--- config.mk ---
export PLATFORM = sky130hd
export DESIGN_NAME = forwarding_unit
export DESIGN_NICKNAME = d
export VERILOG_FILES = /design/src/rtl/forwarding_unit.sv
export SDC_FILE = /design/constraint.sdc
export NUM_CORES = 1
export LEC_CHECK = 0
export CORE_UTILIZATION = 40
export CTS_BUF_LIST = sky130_fd_sc_hd__clkbuf_8
export CTS_CLUSTER_SIZE = 25
export DETAILED_ROUTE_END_ITERATION = 6
export PLACE_DENSITY = 0.72
export SETUP_SLACK_MARGIN = 0.05
export SLEW_MARGIN = 0
export SYNTH_ARGS = -nofsm -noshare
export SYNTH_HDL_FRONTEND = slang
export SYNTH_SLANG_ARGS = --single-unit
--- constraint.sdc ---
create_clock -name i_clk -period 4.9 [get_ports i_clk]
set_clock_uncertainty 0.05 [all_clocks]
set_input_delay 0.98 -clock i_clk [delete_from_list [all_inputs] [get_ports i_clk]]
set_output_delay 0.98 -clock i_clk [all_outputs]
set_load 0.005 [all_outputs]
--- src/rtl/forwarding_unit.sv ---
`default_nettype none
// ============================================================================
//  Module      : forwarding_unit
//  Description : Hazard controller for a 5-stage MIPS pipeline. Tracks the
//                destination registers of the instructions in EX and MEM,
//                generates registered operand-forwarding selects for the
//                instruction entering EX, and raises a one-cycle load-use
//                stall that also injects a bubble into EX.
//  Revision    : 1.0 - initial release
// ----------------------------------------------------------------------------
//  Ports
//    i_clk          rising-edge clock
//    i_rst_n        synchronous reset, active-low
//    i_valid        ID instruction is real (0 = bubble)
//    i_rs / i_rt    ID source registers A / B
//    i_dst          ID destination register (after RegDst mux)
//    i_reg_write    ID instruction writes the register file
//    i_mem_read     ID instruction is a load
//    i_flush        squash the ID instruction (taken branch/jump)
//    o_fwd_a/b      operand A/B mux select for the instruction in EX
//                   (00 = register file, 01 = MEM/WB, 10 = EX/MEM)
//    o_stall        hold PC and IF/ID this cycle (combinational)
//    o_stall_count  [FWD_STATS_EN only] saturating count of effective stalls
//
//  Build option
//    FWD_STATS_EN   when defined, adds o_stall_count.
// ============================================================================
module forwarding_unit #(
    parameter int REG_ADDR_WIDTH = 5
) (
    input  logic                      i_clk,
    input  logic                      i_rst_n,
    input  logic                      i_valid,
    input  logic [REG_ADDR_WIDTH-1:0] i_rs,
    input  logic [REG_ADDR_WIDTH-1:0] i_rt,
    input  logic [REG_ADDR_WIDTH-1:0] i_dst,
    input  logic                      i_reg_write,
    input  logic                      i_mem_read,
    input  logic                      i_flush,
    output logic [1:0]                o_fwd_a,
    output logic [1:0]                o_fwd_b,
    output logic                      o_stall
`ifdef FWD_STATS_EN
    ,
    output logic [31:0]               o_stall_count
`endif
);

    localparam logic [1:0] c_SEL_RF    = 2'b00;
    localparam logic [1:0] c_SEL_MEMWB = 2'b01;
    localparam logic [1:0] c_SEL_EXMEM = 2'b10;

    localparam logic [REG_ADDR_WIDTH-1:0] c_REG_ZERO = '0;

    // Tracking slots. Only what drives forwarding or stalls is stored: the
    // load flag matters only in EX, and the WB-stage writer is covered by the
    // register file's write-before-read, so nothing past MEM needs tracking.
    logic [REG_ADDR_WIDTH-1:0] r_ex_dst_q,  w_ex_dst_d;
    logic                      r_ex_we_q,   w_ex_we_d;
    logic                      r_ex_mr_q,   w_ex_mr_d;
    logic [REG_ADDR_WIDTH-1:0] r_mem_dst_q, w_mem_dst_d;
    logic                      r_mem_we_q,  w_mem_we_d;
    logic [1:0]                r_fwd_a_q,   w_fwd_a_d;
    logic [1:0]                r_fwd_b_q,   w_fwd_b_d;

    logic w_stall;
    logic w_load_ex;

    // Most recent writer wins: EX slot (moving to MEM) beats MEM slot.
    function automatic logic [1:0] f_sel(
        input logic [REG_ADDR_WIDTH-1:0] src,
        input logic                      ex_we,
        input logic [REG_ADDR_WIDTH-1:0] ex_dst,
        input logic                      mem_we,
        input logic [REG_ADDR_WIDTH-1:0] mem_dst
    );
        logic [1:0] sel;
        sel = c_SEL_RF;
        if (src != c_REG_ZERO) begin
            if (ex_we && (ex_dst == src)) begin
                sel = c_SEL_EXMEM;
            end else if (mem_we && (mem_dst == src)) begin
                sel = c_SEL_MEMWB;
            end
        end
        return sel;
    endfunction

    always_comb begin
        // A real load in EX whose destination is read by the ID instruction.
        w_stall = i_valid && r_ex_mr_q && r_ex_we_q && (r_ex_dst_q != c_REG_ZERO) &&
                  ((r_ex_dst_q == i_rs) || (r_ex_dst_q == i_rt));

        // Flush and stall both turn the EX entry into a bubble.
        w_load_ex = i_valid && !w_stall && !i_flush;

        w_mem_dst_d = r_ex_dst_q;
        w_mem_we_d  = r_ex_we_q;

        w_ex_dst_d = '0;
        w_ex_we_d  = 1'b0;
        w_ex_mr_d  = 1'b0;
        w_fwd_a_d  = c_SEL_RF;
        w_fwd_b_d  = c_SEL_RF;
        if (w_load_ex) begin
            w_ex_dst_d = i_dst;
            w_ex_we_d  = i_reg_write;
            w_ex_mr_d  = i_mem_read;
            w_fwd_a_d  = f_sel(i_rs, r_ex_we_q, r_ex_dst_q, r_mem_we_q, r_mem_dst_q);
            w_fwd_b_d  = f_sel(i_rt, r_ex_we_q, r_ex_dst_q, r_mem_we_q, r_mem_dst_q);
        end
    end

    always_ff @(posedge i_clk) begin
        if (!i_rst_n) begin
            r_ex_dst_q  <= '0;
            r_ex_we_q   <= 1'b0;
            r_ex_mr_q   <= 1'b0;
            r_mem_dst_q <= '0;
            r_mem_we_q  <= 1'b0;
            r_fwd_a_q   <= c_SEL_RF;
            r_fwd_b_q   <= c_SEL_RF;
        end else begin
            r_ex_dst_q  <= w_ex_dst_d;
            r_ex_we_q   <= w_ex_we_d;
            r_ex_mr_q   <= w_ex_mr_d;
            r_mem_dst_q <= w_mem_dst_d;
            r_mem_we_q  <= w_mem_we_d;
            r_fwd_a_q   <= w_fwd_a_d;
            r_fwd_b_q   <= w_fwd_b_d;
        end
    end

    assign o_fwd_a = r_fwd_a_q;
    assign o_fwd_b = r_fwd_b_q;
    assign o_stall = w_stall;

`ifdef FWD_STATS_EN
    logic [31:0] r_stall_count_q, w_stall_count_d;

    // A stall coinciding with a flush holds nothing useful, so it is not counted.
    always_comb begin
        w_stall_count_d = r_stall_count_q;
        if (w_stall && !i_flush && (r_stall_count_q != 32'hFFFF_FFFF)) begin
            w_stall_count_d = r_stall_count_q + 32'd1;
        end
    end

    always_ff @(posedge i_clk) begin
        if (!i_rst_n) begin
            r_stall_count_q <= '0;
        end else begin
            r_stall_count_q <= w_stall_count_d;
        end
    end

    assign o_stall_count = r_stall_count_q;
`endif

endmodule
`default_nettype wire
Yosys cells after proc, flatten, opt, wreduce, memory -nomap -nowiden:

Index checks and enable logic that the tools add are counted.

* RAM bits: 0
* bits in latches: 0
* memories kept: 0
* output and inout port bits: 5
* word-level logic and storage cells: 42
* bits in registers: 17
* bits in read-only memories: 0

* div/mod/pow operators: 0
* bitwise gates (word level): 4
* mux-type cells: 4
* shift-type cells: 0
* reduce and logical (&&, ||, !) cells: 21
* equality and inequality tests: 4
* multiply operators: 0
* $add $sub $neg: 0
* magnitude comparators: 0

Operator list (number)
* equality test 5 bit: 4
* nonzero test 5 bit: 3
* logical AND 1 bit: 10
* OR reduction 4 bit: 2
* AND reduction 3 bit: 2
* two-way mux 2 bit: 2
* inverter 1 bit: 4
* logical NOT 1 bit: 2
* two-way mux 1 bit: 2
* AND reduction 2 bit: 1
* logical OR 1 bit: 1

Depth between registers and ports, before layout:

* word-level depth: 9
* mapped depth: 6

Worst setup path after synthesis:

No wires, ideal clock.

* path kind: input to output
* start point: input i_rt[2]
* end point: output o_stall
* arrival time: 1713 ps
* stages: 4
* buffers on the path: 0
* setup slack: 2157 ps
* path through: xor2_1 nor3_1 nand3_1 a21oi_2

* word-level cells in the longest chain between the ends: 3

RTL lines
* start: declaration: line 35 `input logic [REG_ADDR_WIDTH-1:0] i_rt,`
* equality test 5 bit: line 92 `((r_ex_dst_q == i_rs) || (r_ex_dst_q == i_rt));`
* logical OR 1 bit: line 92
* logical AND 1 bit: line 91 `w_stall = i_valid && r_ex_mr_q && r_ex_we_q && (r_ex_dst_q != c_REG_ZERO) &&`
* end: declaration: line 42 `output logic o_stall`

No other way between the ends.

Worst setup path in the final report:

Ends and elaborated chain as after synthesis.

==> impl_metrics.py <==
metrics = {
    "grt": {
        "grt_first_pass_wirelength_um": 2570,
        "grtUsageTotal_pct": 18.3,
        "overflow": 0,
        "grt_pass1_vias": 629,
        "grt_max_degree": 10,
        "antenna_found_initial": 0,
    },
    "clocking": {
        "cts_tree": "built",
        "cts_root_buf": "clkbuf_8",
        "cts_made_buffers": 3,
        "cts_resized": 0,
        "post_cts_buffers": 0,
        "htreeDepth": 1,
        "clock-sinks": 17,
        "cts.path.max_buffers": 2,
        "clkSlewWorstSetupHoldPaths_ns": 0.06,
        "hold_buffers": 0,
        "clock_latency_ns": 0.25,
    },
    "routing": {
        "num_vias": 649,
        "avgViaCountPerCell": 4.81,
        "drcViolationCount": 0,
        "postRouteAntennaNets": 0,
        "dr.pass1.iters": 4,
        "wirelength_um": 1560,
        "wl_per_cell_um": 11.6,
        "drt_iter0_markers": 9,
    },
    "logic_synthesis": {
        "synth_seq_cells": 17,
        "syn_avg_cell_area_um2": 9.31,
        "ys_types": 19,
        "synthCells": 82,
        "synth.net_count": 103,
        "ys_warn_count": 0,
        "ys_seq_area_share_pct": 44.6,
        "synth_area_um2": 763,
    },
    "finish": {
        "fillCellCount": 156,
        "nNetsFinal": 132,
        "n_antenna_cell": 0,
        "instances_no_fill": 135,
        "area_growth_pct": 42.1,
        "drive_above_1_share_pct": 6.36,
    },
    "worst_setup_path": {
        "cp_slowest_stage_delay_ns": 0.57,
        "slowest_stage": "clkdlybuf4s50_1",
        "crit_path_frequent_cell": "clkdlybuf4s50_1",
        "path_cells": "clkdlybuf4s50_1 -> xor2_1 -> nor3_1 -> nand3_1 -> a21oi_2 -> clkdlybuf4s50_1",
        "critical_path_arrival_ns": 2.89,
        "crit_fanout": 8,
        "critPathLaunchType": "input pin",
        "endpoint_kind": "output port",
        "crit_type": "input pin to output port",
        "worstPathRequired_ns": 3.87,
    },
    "power": {
        "vdd_drop_max_mv": 0.181,
        "powerDensity_nw_per_um2": 259,
        "p_leak_nw": 0.417,
        "total_power_w": 0.000281,
    },
    "timing": {
        "finalWorstSetupSlack_ns": 0.983,
        "rsz0062_at_grt": "false",
        "hold_slack_ns": 0.501,
        "setup_viol": 0,
        "min_period_over_period_pct": 79.9,
        "worst_slew_pin_slew_ns": 0.323,
        "period_needed_ns": 3.92,
        "maxSlewHeadroom_pct": 78.5,
        "final-hold-violation-count": 0,
        "slew_viol_final": 0,
        "fin_setup_tns_ns": 0,
        "max_freq_mhz": 255,
    },
    "place": {
        "dp_hpwl_um": 1280,
        "gp_congestion": 0.875,
        "pre_cts_ws_ns": 0.979,
        "port-buffer-count": 25,
        "dpl.cell_count": 131,
    },
    "min_path": {
        "hold_path.class": "flop to flop",
    },
    "floorplanning": {
        "core_um2": 1760,
        "chipWidth_um": 45.7,
        "num_rows": 15,
        "initial_core_util_pct": 43.3,
        "fp.dieArea_um2": 2090,
        "io_pins": 26,
        "die_h_um": 45.7,
    },
    "status": {
        "outcome": "complete, no violations",
    },
    "job": {
        "drv_cap": 0,
    },
}
-- state kept, by name, summed over array words and instances, names as in the netlist --
name,flops
r_mem_dst_q,5
r_ex_dst_q,5
o_fwd_a,2
r_mem_we_q,1
r_ex_mr_q,1
r_ex_we_q,1
o_fwd_b,2
-- cells in the final DEF (no fill, tap or decap), drive strengths merged --
cell / n
clkdlybuf4s50: 25
dfxtp: 17
xor2: 10
xnor2: 10
nor2: 9
nand2: 8
and2: 6
nor3: 4
or4: 3
clkbuf: 3
nand3: 3
a21oi: 3
o21ai: 2
nor4: 2
nand4: 2
o2111ai: 1
and3b: 1
inv: 1
-- routing by layer --
layer | part of all wire [%] | track usage (%)
met1 | 42 | 19.9
met2 | 51 | 31.4
met3 | 5.0 | 3.57
met4 | 2.2 | 13.3
met5 | 0 | 0
-- per-stage QoR --
step	instance area [um^2]	util [%]
after floorplan	763	-
after global placement	1040	58.9
after detailed placement	1040	58.9
after CTS	1080	61.5
after global routing	1080	61.5
final	1080	61.5
-- where the power goes --
group | total (W) | switching (W) | internal (W) | leakage [nW]
logic | 0.0000346 | 0.0000122 | 0.0000223 | 0.253
clock network | 0.000102 | 0.0000469 | 0.0000556 | 0.0269
registers | 0.000143 | 0.00000288 | 0.000141 | 0.138
total | 0.000281 | 0.0000620 | 0.000219 | 0.417
-- worst max-delay path, delay by kind of cell --
family	cells	cell delay [ns]
xor gates and xnor gates	1	0.16
AOI/OAI and AO/OA	1	0.34
and+or+nand+nor	2	0.36
buffers and inverters	2	1.03
-- path summary, 6_finish.rpt --
| check | start | to | slack, ns | cells after the start |
|---|---|---|---|---|
| worst max register to register | r_ex_dst_q[1]$_SDFF_PN0_ | o_fwd_b[1]$_SDFF_PN0_ | 3.30 | 4 |
| worst max-delay path | i_rt[2] | o_stall | 0.98 | 6 |
| worst min register to register | r_ex_we_q$_SDFF_PN0_ | o_fwd_b[0]$_SDFF_PP0_ | 0.50 | 1 |
| worst min-delay path | r_ex_we_q$_SDFF_PN0_ | o_fwd_b[0]$_SDFF_PP0_ | 0.50 | 1 |
-- area by class of cell --
class	count	area, um^2	share of cell area, %
clock inverters	1	3.75	0.346
multi-input cells	64	418	38.5
repair buffers	25	250	23.1
flip-flops and latches	17	340	31.4
clock buffers	3	41.3	3.81
well taps	25	31.3	2.88
-- cells in the mapped netlist --
cell type / number / area [um^2]
buf_2: 1 / 5.00
xor2_1: 10 / 87.6
a21oi_1: 2 / 10.0
o2111ai_2: 1 / 15.0
xnor2_1: 10 / 87.6
or4_1: 3 / 22.5
nand4_1: 2 / 12.5
nand3_2: 1 / 10.0
nor4_1: 2 / 12.5
nand3_1: 2 / 10.0
nor2_1: 9 / 33.8
dfxtp_1: 17 / 340
nor3_1: 4 / 20.0
and2_1: 5 / 31.3
and2_2: 1 / 7.51
nand2_1: 8 / 30.0
a21oi_2: 1 / 8.76
and3b_1: 1 / 8.76
o21ai_0: 2 / 10.0
-- cell families after synthesis --
logic type	share of synthesized area, %
XOR/XNOR	22.9
AO/OA/AOI/OAI	5.74
AND/OR/NAND/NOR	26.1
buffers and inverters	0.655
flip-flops	44.6
Power figures use the tool's default switching activity.
